==> config.mk <==
export PLATFORM = sky130hd
export DESIGN_NAME = mips_instruction_loader
export DESIGN_NICKNAME = d
export VERILOG_FILES = /design/src/rtl/mips_instruction_loader_pkg.sv /design/src/rtl/mips_loader_word_assembler.sv /design/src/rtl/mips_instruction_loader.sv
export SDC_FILE = /design/constraint.sdc
export NUM_CORES = 1
export LEC_CHECK = 0
export CAP_MARGIN = 15
export CELL_PAD_IN_SITES_DETAIL_PLACEMENT = 0
export CELL_PAD_IN_SITES_GLOBAL_PLACEMENT = 2
export CORE_ASPECT_RATIO = 0.7
export CORE_UTILIZATION = 30
export CTS_CLUSTER_DIAMETER = 50
export CTS_CLUSTER_SIZE = 14
export DETAILED_ROUTE_END_ITERATION = 8
export PLACE_DENSITY = 0.86
export SLEW_MARGIN = 20
export SYNTH_ARGS = -nofsm -noshare
export SYNTH_HDL_FRONTEND = slang
export SYNTH_SLANG_ARGS = --single-unit
==> constraint.sdc <==
create_clock -name clk -period 2.9 [get_ports clk]
set_clock_uncertainty 0.1 [all_clocks]
set_input_delay 0.435 -clock clk [delete_from_list [all_inputs] [get_ports clk]]
set_output_delay 0.435 -clock clk [all_outputs]
set_load 0.03 [all_outputs]
==> src/rtl/mips_instruction_loader_pkg.sv <==
// Shared constants and types for the instruction memory and its byte-stream loader.
package mips_instruction_loader_pkg;

    localparam int Instruction_Width          = 32;
    localparam int Instruction_Mem_Addr_Width = 4;
    localparam int Instruction_Mem_Depth      = 16;
    localparam int Loader_Count_Width         = 16;

    typedef enum logic [2:0] {
        IDLE,
        LEN_HI,
        LEN_LO,
        WORD,
        WRITE,
        DONE
    } loader_state_e;

endpackage

==> src/rtl/mips_loader_word_assembler.sv <==
// Big-endian word assembly: bytes shift in from the right, last_byte flags the final byte slot.
module mips_loader_word_assembler
    import mips_instruction_loader_pkg::*;
#(
    parameter int DATA_W = Instruction_Width
) (
    input  logic              clk,
    input  logic              rst,
    input  logic              clr,
    input  logic              shift_en,
    input  logic [7:0]        byte_in,
    output logic [DATA_W-1:0] word,
    output logic              last_byte
);

    localparam int NB    = DATA_W / 8;
    localparam int IDX_W = (NB > 1) ? $clog2(NB) : 1;

    logic [DATA_W-1:0] word_q, word_d;
    logic [IDX_W-1:0]  idx_q, idx_d;

    assign last_byte = (idx_q == IDX_W'(NB - 1));
    assign word      = word_q;

    always_comb begin
        word_d = word_q;
        idx_d  = idx_q;
        if (clr) begin
            idx_d = '0;
        end else if (shift_en) begin
            word_d = (word_q << 8) | DATA_W'(byte_in);
            idx_d  = last_byte ? '0 : idx_q + IDX_W'(1);
        end
    end

    always_ff @(posedge clk) begin
        if (rst) begin
            word_q <= '0;
            idx_q  <= '0;
        end else begin
            word_q <= word_d;
            idx_q  <= idx_d;
        end
    end

endmodule

==> src/rtl/mips_instruction_loader.sv <==
// Loads a length-prefixed byte stream into instruction memory from address 0 while holding the core.
module mips_instruction_loader
    import mips_instruction_loader_pkg::*;
#(
    parameter int DATA_W = Instruction_Width,
    parameter int ADDR_W = Instruction_Mem_Addr_Width,
    parameter int DEPTH  = Instruction_Mem_Depth
) (
    input  logic              clk,
    input  logic              rst,
    input  logic              start,
    input  logic [7:0]        in_data,
    input  logic              in_valid,
    output logic              in_ready,
    output logic              w_en,
    output logic [ADDR_W-1:0] w_addr,
    output logic [DATA_W-1:0] w_data,
    output logic              busy,
    output logic              cpu_hold,
    output logic              done,
    output logic              err_len,
    output logic [15:0]       words_written
);

    localparam logic [Loader_Count_Width:0] DEPTH_L = (Loader_Count_Width + 1)'(DEPTH);

    loader_state_e state_q, state_d;
    logic [Loader_Count_Width-1:0] count_q, count_d;
    logic [15:0]       words_q, words_d;
    logic [ADDR_W-1:0] addr_q, addr_d;
    logic              err_q, err_d;
    logic              in_ready_q, in_ready_d;
    logic              w_en_q, w_en_d;
    logic              busy_q, busy_d;
    logic              done_q, done_d;

    logic              xfer;
    logic              asm_clr;
    logic              asm_shift;
    logic              asm_last;
    logic [DATA_W-1:0] asm_word;

    assign xfer      = in_valid && in_ready_q;
    assign asm_shift = xfer && (state_q == WORD);

    mips_loader_word_assembler #(.DATA_W(DATA_W)) u_asm (
        .clk       (clk),
        .rst       (rst),
        .clr       (asm_clr),
        .shift_en  (asm_shift),
        .byte_in   (in_data),
        .word      (asm_word),
        .last_byte (asm_last)
    );

    always_comb begin
        state_d = state_q;
        count_d = count_q;
        words_d = words_q;
        addr_d  = addr_q;
        err_d   = err_q;
        asm_clr = 1'b0;
        case (state_q)
            IDLE: if (start) begin
                state_d = LEN_HI;
                err_d   = 1'b0;
                words_d = '0;
                addr_d  = '0;
                asm_clr = 1'b1;
            end
            LEN_HI: if (xfer) begin
                count_d = {in_data, count_q[7:0]};
                state_d = LEN_LO;
            end
            LEN_LO: if (xfer) begin
                count_d = {count_q[15:8], in_data};
                if (count_d == '0) begin
                    state_d = DONE;
                end else if ({1'b0, count_d} > DEPTH_L) begin
                    err_d   = 1'b1;
                    state_d = DONE;
                end else begin
                    state_d = WORD;
                end
            end
            WORD: if (xfer && asm_last) state_d = WRITE;
            WRITE: begin
                addr_d  = addr_q + ADDR_W'(1);
                words_d = words_q + 16'd1;
                state_d = (words_d == count_q) ? DONE : WORD;
            end
            DONE:    state_d = IDLE;
            default: state_d = IDLE;
        endcase

        // Outputs are registered from the next state so they line up with it.
        in_ready_d = (state_d == LEN_HI) || (state_d == LEN_LO) || (state_d == WORD);
        w_en_d     = (state_d == WRITE);
        busy_d     = (state_d != IDLE);
        done_d     = (state_d == DONE);
    end

    always_ff @(posedge clk) begin
        if (rst) begin
            state_q    <= IDLE;
            count_q    <= '0;
            words_q    <= '0;
            addr_q     <= '0;
            err_q      <= 1'b0;
            in_ready_q <= 1'b0;
            w_en_q     <= 1'b0;
            busy_q     <= 1'b0;
            done_q     <= 1'b0;
        end else begin
            state_q    <= state_d;
            count_q    <= count_d;
            words_q    <= words_d;
            addr_q     <= addr_d;
            err_q      <= err_d;
            in_ready_q <= in_ready_d;
            w_en_q     <= w_en_d;
            busy_q     <= busy_d;
            done_q     <= done_d;
        end
    end

    assign in_ready      = in_ready_q;
    assign w_en          = w_en_q;
    assign w_addr        = addr_q;
    assign w_data        = asm_word;
    assign busy          = busy_q;
    assign cpu_hold      = busy_q;
    assign done          = done_q;
    assign err_len       = err_q;
    assign words_written = words_q;

endmodule
==> metrics.txt <==
power per cell area 517 nW/um2; gr usage total 0.174; post-synthesis net count 487; routed vias/inst 5.16; top cell type by total area after synthesis dfxtp_1; # DRC 0; Worst VDD drop 320 uV; Post-synth EDFFs 0; Post-Route WL 10800 um; CTS sink cnt 78; post-cts resize count 0; most frequent cells in the layout 93 x nand2_1, 78 x dfxtp_1, 70 x a21oi_1; vias in the first global route 3215; DP HPWL 7660 um; clk buf depth 2; CTS hold repair buffers 0; Syn Inst Count 472; Antenna Cells 0; Max Fclk 386 MHz; critical path type reg -> reg; status complete, no violations; nets 543; clk slew on worst S/H paths 0.06 ns; crit path max fanout 8; grt met2 use 0.249; Post-Syn Area 3690 um2; Lkg Pwr 0.00158 uW; GR peak layer met1; grt met3 use 0.0322; crit path DAT 2.68 ns; Final ANT Viol Nets 0; total number of vias 3562; Iter 0 DRT Violations 253; Tmin final 2.59 ns; synthesized flop and latch total 78; Worst Path Required 2.99 ns; synthesized area per cell 7.83 um2; Critical Path Source Type register; WL/cell 15.6 um; Initial Utilization 0.312; Layout area overhead 31.8%; endpoints failing setup 0; share of cells above drive strength 1 0.0826; maxcap violations 0; post-CTS setup buffer count 0; top cell type's share of synthesized area 0.423; Final period util 0.894; Worst slew margin 0.481; FFs w/ async S/R, synth 0; Port-buffer cells 69; number of detailed-route iterations in the first pass 5; Clk Latency, worst-skew pair 0.33 ns; switching power share of the total 0.218; Die Y 94.8 um; final cell count without fillers 690; Worst Setup End Kind register; ys flop type dfxtp_1; critical path's largest stage delay 0.42 ns; CP Cell Sequence ha_1 > and4_1 > nand2_1 > o41ai_1 > o221a_2 > a31oi_4 > nor3b_2; Crit-path slowest cell dfxtp_1; Cell variety after synth 52; Comb power frac 0.065; Fillers 1171; Die ar. 12800 um2; routability congestion estimate 0.849; sequential power share 0.435; Fin. Hold Viols 0; Yosys Warn Count 0; Die X 135 um; top area cells in the synthesized netlist dfxtp_1 42%, a21oi_1 9.5%, nand2_1 9.5%; RSZ-0062 raised after global routing false; Worst Hold Class reg -> reg; total I/O pin count 70; part of the power in the clock network 0.500; grt total ovfl 0; most common cell after layout, fill and taps aside nand2_1; Max Slew Vio Count 0; Power Internal 1970 uW; TritonCTS buffer count 9; Design Power 2520 uW; htree depth 3; Seq/Total Area, Yosys 0.423; antenna violations before repair 0; Post-DP Area 4530 um2; CTS root buffer clkbuf_16; switching power 547 uW; core area 11900 um2; Worst-Margin Slew 0.779 ns; largest net degree at the start of global routing 40; Final Instance Area 4870 um2; GRT met1 Usage 0.261; CTS tree built; Cells after DPL 674; Rows 33; first-pass GRT wire length 17400 um; Fin Setup TNS 0 ns
## sequential cells by signal (all words and copies together), names as in the netlist
name           cells
busy               1
count_q           16
done               1
err_len            1
in_ready           1
state_q            3
u_asm.idx_q        2
u_asm.word        32
w_addr             4
w_en               1
words_written     16
## synth_stat cells, types with 2 or more instances
cell type and instances:
a311oi_1 5, o221a_2 2, ha_1 3, buf_2 5, nor3b_1 3, a31oi_1 5, and4_1 2, nor3b_2 2
nand2b_1 9, nand3_1 18, dfxtp_1 78, nand2_1 93, a21oi_1 70, or3_1 5, clkbuf_1 29, nor2b_1 4
xor2_1 9, nor3_1 11, a41oi_1 2, and3_1 6, nor2_1 30, a211oi_1 3, nand3b_1 2, nand4b_1 2
o21a_1 2, buf_4 4, nand4_1 5, o21ai_0 20, nor4_1 6, a22oi_1 3, and2_1 3, o211ai_1 2
xnor2_1 10
## power by group through the flow
stage	clock [uW]	combinational, uW	sequential [uW]
after floorplan	0	89.0	1120
after global placement	0	160	1120
after detailed placement	0	162	1120
after CTS	1280	163	1090
after global routing	1330	177	1100
final	1260	162	1100
## cell families after synthesis
| group | after synthesis | synth area share |
|---|---|---|
| AND/OR/NAND/NOR | 208 | 0.272 |
| adder cells (fa/ha/maj) | 3 | 0.0102 |
| flip-flops | 78 | 0.423 |
| XOR/XNOR | 19 | 0.0451 |
| buffers and inverters | 39 | 0.0454 |
| AO/OA/AOI/OAI | 125 | 0.205 |
## worst max-delay path, delay by kind of cell, from the launching register on
family	cells	cell delay (ns)
compound gates	3	0.82
fa+ha+maj	1	0.32
flops	1	0.42
simple gates	3	0.79
## layout make-up
class	instances	area [um2]	share of cell area
Multi-Input combinational cell	355	1970	0.404
Sequential cell	78	1560	0.321
Timing Repair Buffer	83	803	0.165
Clock buffer	13	270	0.0555
Tap cell	157	196	0.0403
Clock inverter	3	65.1	0.0134
Inverter	1	3.75	0.000771
## per-layer routing
layer | up-vias | share of wire
met5 | - | 0
met4 | 0 | 0.0072
met3 | 8 | 0.042
met1 | 1696 | 0.53
li1 | 1773 | -
met2 | 85 | 0.42
## stage by stage
step | utilization | hold WS, ns | setup slack [ns]
after floorplan | - | 0.338 | 0.438
after global placement | 0.383 | 0.344 | 0.339
after detailed placement | 0.383 | 0.349 | 0.298
after CTS | 0.411 | 0.356 | 0.332
after global routing | 0.411 | 0.372 | 0.207
final | 0.411 | 0.356 | 0.307
## worst paths after layout
kind / start / endpoint / slack [ns] / cells after the start
max: words_written[1] / in_ready / 0.31 / 7
min: u_asm.word[30] / u_asm.word[30] / 0.36 / 2
max reg2reg: words_written[1] / in_ready / 0.31 / 7
min reg2reg: u_asm.word[30] / u_asm.word[30] / 0.36 / 2
Note: power is estimated with default switching activity, not from simulation.
